$ cat src/rtl/ip_reg_pkg.sv
// ip_reg_pkg: shared types and defaults for the register-access responder, its initiator and bench.
package ip_reg_pkg;
  localparam int DATA_W_DEF = 32;
  localparam int ADDR_W_DEF = 4;
  localparam int NUM_REGS_DEF = 8;
  localparam logic [31:0] ID_VALUE_DEF = 32'h1D0C_0001;
  typedef enum logic [1:0] {IDLE, ACCESS, RESP} state_e;
  typedef struct packed {
    logic                      write;
    logic [ADDR_W_DEF-1:0]     addr;
    logic [DATA_W_DEF-1:0]     wdata;
    logic [DATA_W_DEF/8-1:0]   be;
  } req_t;
  typedef struct packed {
    logic [DATA_W_DEF-1:0] rdata;
    logic                  err;
  } rsp_t;
endpackage

$ cat src/rtl/ip_reg_file.sv
// ip_reg_file: read-only ID at reg 0, byte-enabled scratch regs above it, plus the access error flag.
module ip_reg_file
  import ip_reg_pkg::*;
#(
  parameter int                 DATA_W   = DATA_W_DEF,
  parameter int                 ADDR_W   = ADDR_W_DEF,
  parameter int                 NUM_REGS = NUM_REGS_DEF,
  parameter logic [DATA_W-1:0]  ID_VALUE = ID_VALUE_DEF
) (
  input  logic                clk,
  input  logic                rst_n,
  input  logic                we,
  input  logic                is_write,
  input  logic [ADDR_W-1:0]   addr,
  input  logic [DATA_W-1:0]   wdata,
  input  logic [DATA_W/8-1:0] be,
  output logic [DATA_W-1:0]   rdata,
  output logic                err
);
  logic [DATA_W-1:0] regs_q [1:NUM_REGS-1];
  logic [DATA_W-1:0] regs_d [1:NUM_REGS-1];
  assign err = (int'(addr) >= NUM_REGS) || (is_write && addr == '0);
  always_comb begin
    regs_d = regs_q;
    rdata = (addr == '0) ? ID_VALUE : '0;
    for (int i = 1; i < NUM_REGS; i++) begin
      if (int'(addr) == i) rdata = regs_q[i];
      for (int b = 0; b < DATA_W/8; b++)
        if (we && int'(addr) == i && be[b]) regs_d[i][b*8 +: 8] = wdata[b*8 +: 8];
    end
  end
  always_ff @(posedge clk) begin
    if (!rst_n) regs_q <= '{default: '0};
    else regs_q <= regs_d;
  end
endmodule

$ cat src/rtl/ip_reg_responder.sv
// ip_reg_responder: one-at-a-time register access target with optional wait states.
module ip_reg_responder
  import ip_reg_pkg::*;
#(
  parameter int                 DATA_W      = DATA_W_DEF,
  parameter int                 ADDR_W      = ADDR_W_DEF,
  parameter int                 NUM_REGS    = NUM_REGS_DEF,
  parameter int                 WAIT_STATES = 0,
  parameter logic [DATA_W-1:0]  ID_VALUE    = ID_VALUE_DEF
) (
  input  logic                clk,
  input  logic                rst_n,
  input  logic                req_valid,
  output logic                req_ready,
  input  logic                req_write,
  input  logic [ADDR_W-1:0]   req_addr,
  input  logic [DATA_W-1:0]   req_wdata,
  input  logic [DATA_W/8-1:0] req_be,
  output logic                rsp_valid,
  input  logic                rsp_ready,
  output logic [DATA_W-1:0]   rsp_rdata,
  output logic                rsp_err
);
  localparam logic [3:0] WAIT_INIT = 4'(WAIT_STATES);
  state_e              state_q, state_d;
  logic [3:0]          wait_q, wait_d;
  logic                started_q, started_d;
  logic                wr_q, wr_d;
  logic [ADDR_W-1:0]   addr_q, addr_d;
  logic [DATA_W-1:0]   wdata_q, wdata_d;
  logic [DATA_W/8-1:0] be_q, be_d;
  logic [DATA_W-1:0]   rdata_q, rdata_d;
  logic                err_q, err_d;
  logic [DATA_W-1:0]   rf_rdata;
  logic                rf_err, rf_we;
  // started_q keeps req_ready low for the first cycle after reset release
  assign req_ready = (state_q == IDLE) && started_q;
  assign rsp_valid = (state_q == RESP);
  assign rsp_rdata = rdata_q;
  assign rsp_err = err_q;
  assign rf_we = (state_q == ACCESS) && (wait_q == '0) && wr_q && !rf_err;
  ip_reg_file #(
    .DATA_W(DATA_W), .ADDR_W(ADDR_W), .NUM_REGS(NUM_REGS), .ID_VALUE(ID_VALUE)
  ) u_file (
    .clk(clk), .rst_n(rst_n), .we(rf_we), .is_write(wr_q), .addr(addr_q),
    .wdata(wdata_q), .be(be_q), .rdata(rf_rdata), .err(rf_err)
  );
  always_comb begin
    state_d = state_q;
    wait_d = wait_q;
    started_d = 1'b1;
    wr_d = wr_q;
    addr_d = addr_q;
    wdata_d = wdata_q;
    be_d = be_q;
    rdata_d = rdata_q;
    err_d = err_q;
    unique case (state_q)
      IDLE: if (req_valid && req_ready) begin
        wr_d = req_write;
        addr_d = req_addr;
        wdata_d = req_wdata;
        be_d = req_be;
        wait_d = WAIT_INIT;
        state_d = ACCESS;
      end
      ACCESS: if (wait_q != '0) wait_d = wait_q - 1'b1;
      else begin
        rdata_d = (wr_q || rf_err) ? '0 : rf_rdata;
        err_d = rf_err;
        state_d = RESP;
      end
      RESP: if (rsp_ready) state_d = IDLE;
      default: state_d = IDLE;
    endcase
  end
  always_ff @(posedge clk) begin
    if (!rst_n) begin
      state_q <= IDLE;
      wait_q <= '0;
      started_q <= 1'b0;
      wr_q <= 1'b0;
      addr_q <= '0;
      wdata_q <= '0;
      be_q <= '0;
      rdata_q <= '0;
      err_q <= 1'b0;
    end else begin
      state_q <= state_d;
      wait_q <= wait_d;
      started_q <= started_d;
      wr_q <= wr_d;
      addr_q <= addr_d;
      wdata_q <= wdata_d;
      be_q <= be_d;
      rdata_q <= rdata_d;
      err_q <= err_d;
    end
  end
endmodule

$ cat config.mk
export PLATFORM = sky130hd
export DESIGN_NAME = ip_reg_responder
export DESIGN_NICKNAME = d
export VERILOG_FILES = /design/src/rtl/ip_reg_pkg.sv /design/src/rtl/ip_reg_file.sv /design/src/rtl/ip_reg_responder.sv
export SDC_FILE = /design/constraint.sdc
export NUM_CORES = 1
export LEC_CHECK = 0
export ABC_CLOCK_PERIOD_IN_PS = 2100
export CORE_MARGIN = 8
export CORE_UTILIZATION = 25
export DETAILED_ROUTE_END_ITERATION = 10
export PLACE_DENSITY = 0.54
export SETUP_SLACK_MARGIN = 0.5
export SYNTH_ARGS = -nofsm -noshare
export SYNTH_HDL_FRONTEND = slang
export SYNTH_SLANG_ARGS = --single-unit
$ cat constraint.sdc
create_clock -name clk -period 2.1 [get_ports clk]
set_input_delay 0.315 -clock clk [delete_from_list [all_inputs] [get_ports clk]]
set_output_delay 0.315 -clock clk [all_outputs]
set_load 0.03 [all_outputs]
Yosys cells after proc, flatten, opt, wreduce, memory -nomap -nowiden
Cells that the tools add are included.

word-level totals
  bits in registers = 305
  input port bits = 45
  output and inout port bits = 35
  logic and storage cells = 123

cells by class
  add/subtract/negate cells = 1
  order comparisons = 1
  equality and inequality tests = 13
  muxes and demuxes = 17
  bitwise gates (word level) = 1
  reduce and logical (&&, ||, !) cells = 53

operators with widths
  operator             count
  $mux 32              8
  $logic_and 1x1->1    41
  $mux 29              1
  $eq 4x4->1 const B   4
  $eq 4x3->1 const B   2
  $logic_not 4->1      2
  $mux 4               2
  $pmux 4 s2           1
  $mux 2               3
  $ne 2x1->1 const B   3
  $pmux 2 s3           1
  $reduce_and 3->1     2
  $eq 4x2->1 const B   1
  $ge 4x4->1 const B   1
  $reduce_and 2->1     2
  $reduce_bool 4->1    1
  $sub 4x1->4 const B  1
  $eq 2x1->1 const B   1
  $eq 2x2->1 const B   1
  $logic_not 2->1      1
  $logic_or 1x1->1     2
  $ne 2x2->1 const B   1
  $reduce_bool 2->1    1
  $logic_not 1->1      1
  2 further kinds      2

Longest topological paths before layout
  word-level depth = 10
  gate-level depth with buffers = 10

Hierarchy
Synthesis repeated with hierarchy kept, for this count alone.

unflattened totals
  cells, all modules = 1461
  area total of the unflattened synthesis = 13558.0 um2

by module, submodules not included
  module            times used  cells an instance  area each (um2)  sequential area each (um2)
  ip_reg_file       1           1094               10553.9          4484.3
  ip_reg_responder  1           367                3004.1           1621.6

Least setup slack after synthesis
OpenSTA, ideal clock, no wires.

  kind = register -> register
  start point = register wait_q[0]
  end point = register u_file.regs_q[24] in the netlist's numbering
  data arrival time = 2.104 ns
  slack = -0.120 ns
  cell stages (with the launch flop) = 10
  clock period less this slack = 2.220 ns
  cell sequence = dfxtp_1 inv_1 ha_1 or3b_1 buf_6 or4_4 buf_6 nor2_8 mux2i_1 nor2b_1

on the way
  longest elaborated chain between the ends = 6

ends and longest elaborated chain
  item                             line                    source
  start, declared                  ip_reg_responder.sv:26  logic [3:0] wait_q, wait_d;
  start signal, assigned           ip_reg_responder.sv:90  wait_q <= wait_d;
  $logic_not 4->1                  ip_reg_responder.sv:41  assign rf_we = (state_q == ACCESS) && (wait_q == '0) && wr_q && !rf_err;
  $logic_and 1x1->1 (3 in series)  ip_reg_responder.sv:41
  $logic_and 1x1->1 (2 in series)  ip_reg_file.sv:29       if (we && int'(addr) == i && be[b]) regs_d[i][b*8 +: 8] = wdata[b*8 +: 8];
  end signal, assigned             ip_reg_file.sv:34       else regs_q <= regs_d;
  end, declared                    ip_reg_file.sv:20       logic [DATA_W-1:0] regs_q [1:NUM_REGS-1];

Every way passes these cells.
A chain may end at the register's enable or synchronous reset.

Final worst setup path
  start point = register wait_q[1]
  end point = register u_file.regs_q[25] in the netlist's numbering

Same word-level chain as after synthesis.

==> flow_summary.yaml <==
synth:
  synth_seq_area_share_pct: 45.8
  yosys.area_share.simple_pct: 21.8
  netlist_top_cells_count: "nand2_1 (459), dfxtp_1 (305), a21boi_0 (157), o21ai_0 (114), clkbuf_1 (96)"
  postSynth.asyncResetShare_pct: 0
  synth-xor-area-share_pct: 0.131
  synth-compound-area-share_pct: 21.6
  synth_top_area_share_pct: 45.8
  avgSynthCellArea_um2: 8.29
  synth_top_cell_by_area: "dfxtp_1"
  netlist_area_mm2: 0.0133
  post-synth-top-count-cell: "nand2_1"
  ys_ff_latch: 305
  synth_warnings: 0
  yosys_most_used_dff: "dfxtp_1"
  synth_top_family_by_area: "simple AND/OR/NAND/NOR gates"
  synth.distinct_cells: 46
  synth_edf_count: 0
  syn-num-nets: 1657
  synth.mux.area_fraction_pct: 6.28
  synthTopCellsByArea: "dfxtp_1 (46%), nand2_1 (13%), a21boi_0 (8.8%)"
  synth-adder-area-share_pct: 0.188
  synthCells: 1610
finish:
  syn_to_final_growth_pct: 37.3
  fin_nets: 1763
  fill_cells: 5237
  multi_input_area_mm2: 0.00780
  final_cell_area_mm2: 0.0183
  drive_gt1_share_pct: 27.8
  antenna_cells: 0
  seq_area_mm2: 0.00612
clock_network:
  path_clk_slew_ps: 60
  clock_sinks: 305
  cts_root_buffer: "clkbuf_16"
  cts_made_buffers: 34
  htreeDepth: 2
  clock_path_buffers: 3
  clk_latency_ps: 520
  cts_tree: "done"
  postCtsHoldBufs: 0
setup_path:
  startpoint_type: "register"
  endpoint_kind: "register"
  cp.required_ps: 2500
  max_stage_delay_ps: 580
  crit_arrival_ps: 2630
  crit_path_max_fanout: 8
  startpoint: "wait_q[1]$_SDFFE_PN0P_"
  worst_path_max_delay_cell: "or4_4"
  path_class: "reg2reg"
  cp_cell_sequence: "inv_2 > ha_4 > or3b_4 > or4_4 > nor2_8 > mux2i_1 > nor2b_1"
  rr_startpoint: "wait_q[1]$_SDFFE_PN0P_"
floorplanning:
  die_x_um: 247
  die_height_um: 247
  fp-row-count: 84
  die_area_mm2: 0.0610
  ioPinCount: 80
  coreArea_mm2: 0.0527
  initial_core_util_pct: 25.3
power:
  finalPower_mw: 12.7
  power.density_mw_per_mm2: 690
  power.leakage_nw: 6.52
  vdd_drop_max_mv: 0.517
sta:
  post-route-min-period_ps: 2230
  fin_tns_setup_ps: -8090
  final.setup_skew_ps: 17.0
  hold_ws_ps: 158
  slew_viol_final: 0
  fin_ws_ps: -131
  hold_viol: 0
  tightest_slew_ps: 768
  relSlewSlack_pct: 48.7
  period_share_pct: 106
  finalSetupViolCount: 143
  rsz0062_at_grt: "yes"
  fmax_mhz: 448
route:
  dr.max_layer_used: "met4"
  drcViolationCount: 0
  wl_met1_um: 20400
  wl_met3_um: 1940
  drt-pass1-iter-count: 5
  via_per_inst: 4.91
  ant_nets: 0
  wl_met2_um: 22100
  num_vias: 11923
  wl_um: 46000
  drtIter0Drc: 718
  wl_per_cell_um: 18.9
place:
  portBuffers: 79
  dp_hpwl_um: 28500
  place_area_mm2: 0.0157
  finalWeightedCongestion: 0.791
  place_worst_setup_slack_ps: -145
grt:
  overflow: 0
  grt_pass1_wl_um: 69600
  grtUsageTotal_pct: 14.4
  grt_pass1_vias: 11736
  grt_max_degree: 146
  antenna_found_initial: 0
hold_path:
  hold_path.startpoint: "rst_n"
  hp-class: "in2reg"
status:
  violations: "setup timing"
  status: "finished with violations"
run:
  max_cap_viol_count: 0
-- sequential cells by signal, indices dropped and copies added (netlist names) --
name,cells
wr_q,1
wdata_q,32
u_file.regs_q,224
rsp_err,1
state_q,2
wait_q,4
addr_q,4
rsp_rdata,32
started_q,1
be_q,4
-- metal layers --
layer,track usage (%),vias up
met1,18.6,5823
met2,24.2,256
met4,5.39,0
met3,1.86,91
li1,-,5753
met5,0,-
-- final timing paths --
path / to / slack, ps / depth (start not counted)
setup / recovery: u_file.regs_q[25]$_SDFFE_PN0P_ / -130 / 7
hold / removal: u_file.regs_q[97]$_SDFFE_PN0P_ / 160 / 3
setup reg to reg: u_file.regs_q[25]$_SDFFE_PN0P_ / -130 / 7
hold reg to reg: rsp_rdata[19]$_SDFFE_PN0N_ / 430 / 2
-- critical path: cells and delay by family, from the launching register on --
| kind | cells | cell delay, ps |
|---|---|---|
| AND/OR/NAND/NOR | 4 | 1330 |
| flip-flops | 1 | 330 |
| multiplexers | 1 | 240 |
| adder cells (fa/ha/maj) | 1 | 140 |
| buffers and inverters | 1 | 70 |
-- logic make-up (layout without fill, tap and decap cells) --
logic type | count (synthesis) | in the layout
mux | 81 | 81
fa+ha+maj | 2 | 2
simple gates | 660 | 661
compound gates | 418 | 418
flops | 305 | 305
buf+inv | 142 | 270
xor+xnor | 2 | 2
-- placed cells by master, fill, tap and decap left out, types with 8 or more instances in the layout --
master             n
clkdlybuf4s15_2   17
a21boi_1          97
nor2_4            12
nand3_1           17
a21boi_2          23
nor2b_1           43
buf_6             31
o221ai_2          28
clkdlybuf4s50_1   43
o21ai_0           68
dlymetal6s2s_1    15
mux2_2            22
nand3_2           37
a21boi_0          65
o21ai_1           32
a32oi_1           30
mux2i_1           59
or3_4             11
clkbuf_8           8
o21ai_2           15
nand2_1          374
a21oi_1           20
buf_12            23
buf_4             59
dfxtp_1          297
a22oi_1           22
nor2_1            34
clkbuf_16         39
nand2_2           82
-- layout make-up --
cell class | instances | share of cell area [%]
timing repair buffer | 206 | 13.3
sequential | 305 | 33.4
tap | 688 | 4.70
clock buffer | 50 | 5.52
multi-input combinational | 1164 | 42.6
inverter | 5 | 0.102
clock inverter | 9 | 0.403
-- through the flow --
step	utilization, %	instances
floorplan	-	1610
global placement	29.8	2333
detailed placement	29.8	2333
CTS	33.1	2412
global route	34.8	2427
finish	34.8	2427
-- where the power goes --
group	leakage, nW	internal (mW)	switching, mW
combinational	3.52	0.342	0.500
clock	0.543	3.46	2.41
sequential	2.46	5.84	0.107
total	6.52	9.64	3.01
-- timing repair --
item	CTS	global route
pin swaps	113	82
cloned	8	5
setup buffers	12	10
endpoints found under the hold margin	0	0
endpoints found under the setup margin	298	285
resized for setup	216	243
Note: power is estimated with default switching activity, not from simulation.
